$ cat src/rtl/fc_layer_mac_if.sv
// fc_layer_mac_if
// ---------------
// Bundles every non-clock signal of the fully-connected layer engine:
//   input stream  : in_valid, in_ready, in_data (one activation per beat)
//   weight ROM    : w_addr out, w_q back one cycle later
//   bias ROM      : b_addr out, b_q back one cycle later
//   output stream : out_valid, out_ready, out_data, out_idx, out_last
//   status        : busy
// The slave modport is the engine's view; the master modport is the view of
// the environment around it (upstream producer, ROMs and downstream sink).
interface fc_layer_mac_if #(
    parameter int IN_W  = 8,
    parameter int W_W   = 8,
    parameter int OUT_W = 8,
    parameter int WA_W  = 13,
    parameter int BA_W  = 5
);
    logic                    in_valid;
    logic                    in_ready;
    logic signed [IN_W-1:0]  in_data;
    logic [WA_W-1:0]         w_addr;
    logic signed [W_W-1:0]   w_q;
    logic [BA_W-1:0]         b_addr;
    logic signed [W_W-1:0]   b_q;
    logic                    out_valid;
    logic                    out_ready;
    logic signed [OUT_W-1:0] out_data;
    logic [BA_W-1:0]         out_idx;
    logic                    out_last;
    logic                    busy;

    modport slave (
        input  in_valid, in_data, w_q, b_q, out_ready,
        output in_ready, w_addr, b_addr, out_valid, out_data, out_idx, out_last, busy
    );

    modport master (
        output in_valid, in_data, w_q, b_q, out_ready,
        input  in_ready, w_addr, b_addr, out_valid, out_data, out_idx, out_last, busy
    );
endinterface

$ cat src/rtl/fc_layer_mac.sv
// fc_layer_mac
// ------------
// Fully-connected layer engine. Buffers one activation vector of IN_DIM
// signed elements, then for each of OUT_DIM neurons runs a signed MAC over
// weights read from an external synchronous ROM, adds a shifted bias,
// requantises with an arithmetic right shift, optionally applies ReLU and
// saturates to OUT_W bits. One result per output handshake.
// Ports:
//   clk   : clock
//   rst_n : asynchronous active-low reset
//   bus   : fc_layer_mac_if.slave (input stream, weight/bias ROM ports,
//           output stream, busy)
module fc_layer_mac #(
    parameter int IN_DIM      = 256,
    parameter int OUT_DIM     = 32,
    parameter int IN_W        = 8,
    parameter int W_W         = 8,
    parameter int ACC_W       = 32,
    parameter int OUT_SHIFT   = 7,
    parameter int BIAS_LSHIFT = 7,
    parameter int RELU        = 1,
    parameter int OUT_W       = 8,
    parameter int WA_W        = $clog2(IN_DIM * OUT_DIM),
    parameter int BA_W        = (OUT_DIM > 1) ? $clog2(OUT_DIM) : 1
) (
    input  logic          clk,
    input  logic          rst_n,
    fc_layer_mac_if.slave bus
);
    localparam int CNT_W = $clog2(IN_DIM);
    localparam logic [CNT_W-1:0] LAST_I = CNT_W'(IN_DIM - 1);
    localparam logic [BA_W-1:0]  LAST_O = BA_W'(OUT_DIM - 1);
    localparam logic signed [ACC_W-1:0] SAT_MAX = {{(ACC_W-OUT_W+1){1'b0}}, {(OUT_W-1){1'b1}}};
    localparam logic signed [ACC_W-1:0] SAT_MIN = {{(ACC_W-OUT_W+1){1'b1}}, {(OUT_W-1){1'b0}}};

    typedef enum logic [2:0] {ST_LOAD, ST_MAC, ST_DRAIN, ST_POST, ST_OUT} state_t;

    state_t                  state;
    state_t                  state_next;
    logic [CNT_W-1:0]        i_cnt;
    logic [BA_W-1:0]         o_cnt;
    logic [WA_W-1:0]         w_addr_q;
    logic signed [IN_W-1:0]  act_buf [IN_DIM];
    logic signed [IN_W-1:0]  act_q;
    logic                    mac_pend;
    logic                    mac_first;
    logic signed [ACC_W-1:0] acc;
    logic signed [OUT_W-1:0] out_data_q;
    logic [BA_W-1:0]         out_idx_q;
    logic                    out_last_q;

    logic                    in_ready_c;
    logic                    out_valid_c;
    logic                    busy_c;
    logic                    in_fire;
    logic                    out_fire;
    logic signed [W_W-1:0]   w_s;
    logic signed [W_W-1:0]   b_s;
    logic signed [ACC_W-1:0] prod;
    logic signed [ACC_W-1:0] bias_ext;
    logic signed [ACC_W-1:0] biased;
    logic signed [ACC_W-1:0] shifted;
    logic signed [ACC_W-1:0] clamped;

    assign in_fire  = bus.in_valid & in_ready_c;
    assign out_fire = bus.out_ready & out_valid_c;

    // Both operands are sign-extended to the accumulator width before the
    // multiply so the product is exact for any legal parameter set.
    assign w_s      = bus.w_q;
    assign b_s      = bus.b_q;
    assign prod     = ACC_W'(act_q) * ACC_W'(w_s);
    assign bias_ext = ACC_W'(b_s);
    assign biased   = acc + (bias_ext <<< BIAS_LSHIFT);
    assign shifted  = biased >>> OUT_SHIFT;

    // State register.
    always_ff @(posedge clk or negedge rst_n) begin
        if (!rst_n) begin
            state <= ST_LOAD;
        end else begin
            state <= state_next;
        end
    end

    // Next-state logic. DRAIN exists because the ROM data and the registered
    // activation for the last weight only meet one cycle after its address.
    always_comb begin
        state_next = state;
        case (state)
            ST_LOAD:  if (in_fire && i_cnt == LAST_I) state_next = ST_MAC;
            ST_MAC:   if (i_cnt == LAST_I) state_next = ST_DRAIN;
            ST_DRAIN: state_next = ST_POST;
            ST_POST:  state_next = ST_OUT;
            ST_OUT:   if (out_fire) state_next = (o_cnt == LAST_O) ? ST_LOAD : ST_MAC;
            default:  state_next = ST_LOAD;
        endcase
    end

    // Output decode: handshake strobes and busy follow directly from state.
    always_comb begin
        in_ready_c  = (state == ST_LOAD);
        out_valid_c = (state == ST_OUT);
        busy_c      = (state != ST_LOAD);
    end

    // Activation storage has no reset: it is always fully rewritten before
    // the MAC phase reads it.
    always_ff @(posedge clk) begin
        if (in_fire) begin
            act_buf[i_cnt] <= bus.in_data;
        end
    end

    // Counters and weight address. w_addr is a running pointer: it advances
    // on every MAC cycle but the last of a neuron, and the step into the
    // next neuron happens on the output transfer, so it holds while stalled.
    always_ff @(posedge clk or negedge rst_n) begin
        if (!rst_n) begin
            i_cnt     <= '0;
            o_cnt     <= '0;
            w_addr_q  <= '0;
            act_q     <= '0;
            mac_pend  <= 1'b0;
            mac_first <= 1'b0;
        end else begin
            mac_pend <= 1'b0;
            case (state)
                ST_LOAD: begin
                    if (in_fire) begin
                        if (i_cnt == LAST_I) begin
                            i_cnt    <= '0;
                            o_cnt    <= '0;
                            w_addr_q <= '0;
                        end else begin
                            i_cnt <= i_cnt + CNT_W'(1);
                        end
                    end
                end
                ST_MAC: begin
                    act_q     <= act_buf[i_cnt];
                    mac_pend  <= 1'b1;
                    mac_first <= (i_cnt == '0);
                    if (i_cnt == LAST_I) begin
                        i_cnt <= '0;
                    end else begin
                        i_cnt    <= i_cnt + CNT_W'(1);
                        w_addr_q <= w_addr_q + WA_W'(1);
                    end
                end
                ST_OUT: begin
                    if (out_fire) begin
                        if (o_cnt == LAST_O) begin
                            o_cnt    <= '0;
                            w_addr_q <= '0;
                        end else begin
                            o_cnt    <= o_cnt + BA_W'(1);
                            w_addr_q <= w_addr_q + WA_W'(1);
                        end
                    end
                end
                default: ;
            endcase
        end
    end

    // Accumulator: the first product of a neuron overwrites instead of adding,
    // which saves a separate clear cycle between neurons.
    always_ff @(posedge clk or negedge rst_n) begin
        if (!rst_n) begin
            acc <= '0;
        end else if (mac_pend) begin
            acc <= mac_first ? prod : acc + prod;
        end
    end

    // ReLU then saturation into the signed output range.
    always_comb begin
        clamped = shifted;
        if (RELU != 0 && shifted[ACC_W-1]) begin
            clamped = '0;
        end else if (shifted > SAT_MAX) begin
            clamped = SAT_MAX;
        end else if (shifted < SAT_MIN) begin
            clamped = SAT_MIN;
        end
    end

    // Result registers are loaded only in POST, so they stay stable for the
    // whole OUT phase regardless of backpressure.
    always_ff @(posedge clk or negedge rst_n) begin
        if (!rst_n) begin
            out_data_q <= '0;
            out_idx_q  <= '0;
            out_last_q <= 1'b0;
        end else if (state == ST_POST) begin
            out_data_q <= clamped[OUT_W-1:0];
            out_idx_q  <= o_cnt;
            out_last_q <= (o_cnt == LAST_O);
        end
    end

    assign bus.in_ready  = in_ready_c;
    assign bus.busy      = busy_c;
    assign bus.out_valid = out_valid_c;
    assign bus.out_data  = out_data_q;
    assign bus.out_idx   = out_idx_q;
    assign bus.out_last  = out_last_q;
    assign bus.w_addr    = w_addr_q;
    assign bus.b_addr    = o_cnt;
endmodule

$ cat src/flat_wrapper.sv
// flat-port wrapper written by rule: the top's interface ports become plain ports
module fc_layer_mac_flat 
#(
    parameter int IN_DIM      = 256,
    parameter int OUT_DIM     = 32,
    parameter int IN_W        = 8,
    parameter int W_W         = 8,
    parameter int ACC_W       = 32,
    parameter int OUT_SHIFT   = 7,
    parameter int BIAS_LSHIFT = 7,
    parameter int RELU        = 1,
    parameter int OUT_W       = 8,
    parameter int WA_W        = $clog2(IN_DIM * OUT_DIM),
    parameter int BA_W        = (OUT_DIM > 1) ? $clog2(OUT_DIM) : 1
)
  (clk, rst_n, bus_in_valid, bus_in_data, bus_w_q, bus_b_q, bus_out_ready, bus_in_ready, bus_w_addr, bus_b_addr, bus_out_valid, bus_out_data, bus_out_idx, bus_out_last, bus_busy);
  fc_layer_mac_if #(.IN_W(IN_W), .W_W(W_W), .OUT_W(OUT_W), .WA_W(WA_W), .BA_W(BA_W)) bus_i ();
  input  logic clk;
  input  logic rst_n;
  input wire logic [$bits(bus_i.in_valid)-1:0] bus_in_valid;
  input wire logic [$bits(bus_i.in_data)-1:0] bus_in_data;
  input wire logic [$bits(bus_i.w_q)-1:0] bus_w_q;
  input wire logic [$bits(bus_i.b_q)-1:0] bus_b_q;
  input wire logic [$bits(bus_i.out_ready)-1:0] bus_out_ready;
  output wire logic [$bits(bus_i.in_ready)-1:0] bus_in_ready;
  output wire logic [$bits(bus_i.w_addr)-1:0] bus_w_addr;
  output wire logic [$bits(bus_i.b_addr)-1:0] bus_b_addr;
  output wire logic [$bits(bus_i.out_valid)-1:0] bus_out_valid;
  output wire logic [$bits(bus_i.out_data)-1:0] bus_out_data;
  output wire logic [$bits(bus_i.out_idx)-1:0] bus_out_idx;
  output wire logic [$bits(bus_i.out_last)-1:0] bus_out_last;
  output wire logic [$bits(bus_i.busy)-1:0] bus_busy;
  assign bus_i.in_valid = bus_in_valid;
  assign bus_i.in_data = bus_in_data;
  assign bus_i.w_q = bus_w_q;
  assign bus_i.b_q = bus_b_q;
  assign bus_i.out_ready = bus_out_ready;
  assign bus_in_ready = bus_i.in_ready;
  assign bus_w_addr = bus_i.w_addr;
  assign bus_b_addr = bus_i.b_addr;
  assign bus_out_valid = bus_i.out_valid;
  assign bus_out_data = bus_i.out_data;
  assign bus_out_idx = bus_i.out_idx;
  assign bus_out_last = bus_i.out_last;
  assign bus_busy = bus_i.busy;
  fc_layer_mac #(.IN_DIM(IN_DIM), .OUT_DIM(OUT_DIM), .IN_W(IN_W), .W_W(W_W), .ACC_W(ACC_W), .OUT_SHIFT(OUT_SHIFT), .BIAS_LSHIFT(BIAS_LSHIFT), .RELU(RELU), .OUT_W(OUT_W), .WA_W(WA_W), .BA_W(BA_W)) u_core (.clk(clk), .rst_n(rst_n), .bus(bus_i));
endmodule
$ cat config.mk
export PLATFORM = sky130hd
export DESIGN_NAME = fc_layer_mac_flat
export DESIGN_NICKNAME = d
export VERILOG_FILES = /design/src/rtl/fc_layer_mac_if.sv /design/src/rtl/fc_layer_mac.sv /design/src/flat_wrapper.sv
export SDC_FILE = /design/constraint.sdc
export NUM_CORES = 2
export LEC_CHECK = 0
export ABC_CLOCK_PERIOD_IN_PS = 7500
export CAP_MARGIN = 0
export CORE_ASPECT_RATIO = 1.1
export CORE_UTILIZATION = 52
export DETAILED_ROUTE_END_ITERATION = 7
export PLACE_DENSITY = 0.69
export SLEW_MARGIN = 5
export SYNTH_ARGS = -nofsm -noshare
export SYNTH_HDL_FRONTEND = slang
export SYNTH_SLANG_ARGS = --single-unit
$ cat constraint.sdc
create_clock -name clk -period 7.5 [get_ports clk]
set_clock_uncertainty 0.15 [all_clocks]
set_input_delay 0.75 -clock clk [delete_from_list [all_inputs] [get_ports clk]]
set_output_delay 0.75 -clock clk [all_outputs]
set_load 0.02 [all_outputs]
==> summary.md <==
| Metric | Value |
|---|---|
| TNS Setup | 0 ps |
| Initial DRC count | 5005 |
| Post-Route WL | 206 mm |
| Synth top area share | 69.6% |
| CTS H-tree depth | 4 |
| Worst Reg-to-Reg Cells | 29 |
| Int Pwr | 23.1 mW |
| Leading area contributor after synthesis | edfxtp_1 |
| Synth unique cells | 77 |
| Switching portion of total power | 29.0% |
| Port Buffers | 62 |
| Pins over their slew limit | 0 |
| CTS Buf Count | 201 |
| Clock Tree Root | clkbuf_16 |
| Longest Clk Path Bufs | 3 |
| Area contributors post-synth | edfxtp_1, mux4_2, dfrtp_1 |
| Fin crit period | 6940 ps |
| Synth Warn # | 0 |
| CP max-delay cell | fa_1 |
| Initial antenna violation count | 4 |
| Status | completed |
| Vias/cell | 6.26 |
| Flop pwr share | 41.2% |
| HPWL after DPL | 122 mm |
| DRC viols | 0 |
| Average size of a mapped cell | 20.0 µm² |
| Layout cells sized above 1 | 23.7% |
| Drt first pass iters | 6 |
| Ys async rst share | 3.98% |
| R2R Setup Slk | 560 ps |
| Pin count of the biggest net entering global routing | 168 |
| Gate Count Post-Synth | 4428 |
| Clock power share | 31.2% |
| Commonest cells in the netlist | edfxtp_1, mux4_2, nor2_1 |
| Register area share after synthesis | 72.0% |
| Post-CTS setup buffers | 0 |
| Comb power frac | 27.6% |
| Crit path top cell by count | buf_4 |
| First-pass GRT wire length | 303 mm |
| Main synth FF type | edfxtp_1 |
| WP data arrival | 7530 ps |
| Critical Path End | u_core.acc[31] |
| Tcrit/Tclk final | 92.5% |
| Max Cap Violations | 0 |
| Max stage delay on crit path | 510 ps |
| Clock transition at path regs | 70 ps |
| Leakage | 31.5 nW |
| Worst setup startpoint | u_core.act_q[5] |
| Die area | 0.172 mm² |
| Hold crit path type | input port to asynchronous set/reset pin |
| DIE WIDTH | 395 µm |
| RePlAce Congestion | 0.839 |
| GRT Total Usage | 24.4% |
| RSZ-0062 raised after global routing | false |
| Final instance area | 0.0985 mm² |
| Post-Syn Nets | 4604 |
| CORE AREA | 0.169 mm² |
| Vias in the first global route | 44000 |
| Tot Pwr | 32.6 mW |
| Count leader, synth | edfxtp_1 |
| Clock sink count | 2133 |
| Net Sw Power | 9.43 mW |
| Worst r2r src | u_core.act_q[5] |
| Cell Pwr Density | 331 mW/mm² |
| Maximum clock rate | 144 MHz |
| Placed cell area | 0.0919 mm² |
| Final setup viols | 0 |
| Gr ovfl total | 0 |
| Initial Utilization | 52.4% |
| WS Path Type | flip-flop to flip-flop |
| DR vias | 43800 |
| Crit path capture type | flip-flop |
| CTS tree | done |
| Die Y | 434 µm |
| Worst skew pair latency | 850 ps |
| Area growth from synthesis to layout | 11.4% |
| I/O pin count | 63 |
| Reg-to-Reg End | u_core.acc[31] |
| Row count | 158 |
| Number of synthesized flops with an enable pin | 2048 |
| CP required | 8090 ps |
| Maximum vdd ir drop | 0.427 mV |
| Mapped Area | 0.0884 mm² |
| Final core utilization | 58.4% |
| Final hold violations | 0 |
| WL per Instance | 29.5 µm |
| Post-layout nets | 4761 |
| ANT nets after route | 0 |
| Worst slew pin tran | 1320 ps |
| CP max FO | 7 |
| Slew margin rel. | 11.9% |
| Nature of the critical path startpoint | flip-flop |
| Seq cells post-synth | 2133 |
worst min path at each step:
stage / startpoint / to / cells past startpoint
after floorplan: rst_n / u_core.acc[0] / 0
after global placement: u_core.bus.out_idx[0] / u_core.bus.out_idx[0] / 2
after detailed placement: u_core.bus.out_idx[1] / u_core.bus.out_idx[1] / 2
after CTS: rst_n / u_core.i_cnt[0] / 2
after global routing: rst_n / u_core.i_cnt[0] / 2
final: rst_n / u_core.i_cnt[0] / 2
final cells by class:
class,instances,area (µm²)
Fill cell,12000,70100
Sequential cell,2133,63600
Multi-Input combinational cell,1944,23300
Clock buffer,259,5400
Tap cell,2240,2800
Timing Repair Buffer,191,1790
Clock inverter,111,1140
Inverter,114,428
Antenna cell,2,5.00
power groups by stage:
stage	clock network (mW)	logic, mW	registers, mW
floorplan	0	6.35	13.5
global placement	0	9.01	13.7
detailed placement	0	9.04	13.7
CTS	10.3	9.09	13.4
global route	10.7	9.43	13.4
finish	10.1	8.98	13.4
placed cells by master (no fill, tap or decap), types with 15 or more instances in the layout:
cell type        instances
clkinv_2                31
dfrtp_1                 77
a21oi_1                 79
nor3_1                  20
xor2_1                  29
nor2_1                 357
xnor2_1                 37
ha_1                    91
clkbuf_16              205
nand3_2                 15
nor2b_1                 20
mux4_2                 649
clkbuf_8                15
clkbuf_1                47
nand4_1                 20
nand2b_1                22
a21o_1                  30
and2_1                  54
inv_1                  113
clkinv_1                36
o21ai_0                 54
nand2_1                131
bufinv_16               18
edfxtp_1              2048
clkdlybuf4s50_1         53
fa_1                    57
a211oi_1                23
buf_4                  115
a31oi_1                 19
nand3_1                 61
metrics by stage:
stage	std cells	hold slack (ps)	setup WS [ps]
finish	6994	212	564
global route	6992	211	12.0
CTS	6992	166	513
detailed placement	6621	313	-200
global placement	6621	311	-90.1
floorplan	4428	304	84.0
critical path: cells and delay by family, from the launching register on:
family	cells	cell delay, ps
flops	1	500
buf+inv	7	970
fa+ha+maj	6	2420
simple gates	5	800
compound gates	9	1810
xor+xnor	1	60
mux	1	140
what timing repair did:
item	in CTS	in global routing
hold endpoints to repair	23	0
setup endpoints to repair	0	1
hold buffers	1	0
resized for setup	0	1
per-layer routing:
metal,share of wire [%],wire (µm),global-route usage (%)
met3,7.1,14600,3.87
met2,50,104000,40.1
met4,2.7,5570,7.42
met5,0.0063,13,0
met1,40,82200,33.8
cell families (layout without fill, tap and decap cells):
| logic type | count (synthesis) | in the layout | share of synthesized area (%) |
|---|---|---|---|
| other cells | 0 | 2 | 0 |
| mux | 667 | 667 | 16.8 |
| flops | 2133 | 2133 | 72.0 |
| fa+ha+maj | 148 | 148 | 2.58 |
| compound gates | 318 | 318 | 2.41 |
| simple gates | 744 | 744 | 3.79 |
| buf+inv | 351 | 675 | 1.81 |
| xor+xnor | 67 | 67 | 0.664 |
registers in the layout, summed over array words and instances (netlist names):
name                 count
u_core.act_buf        2048
u_core.acc              32
u_core.bus.w_addr       13
u_core.act_q             8
u_core.bus.out_data      8
u_core.i_cnt             8
u_core.bus.b_addr        5
u_core.bus.out_idx       5
u_core.state             3
u_core.bus.out_last      1
u_core.mac_first         1
u_core.mac_pend          1
(Power assumes the default switching activity.)
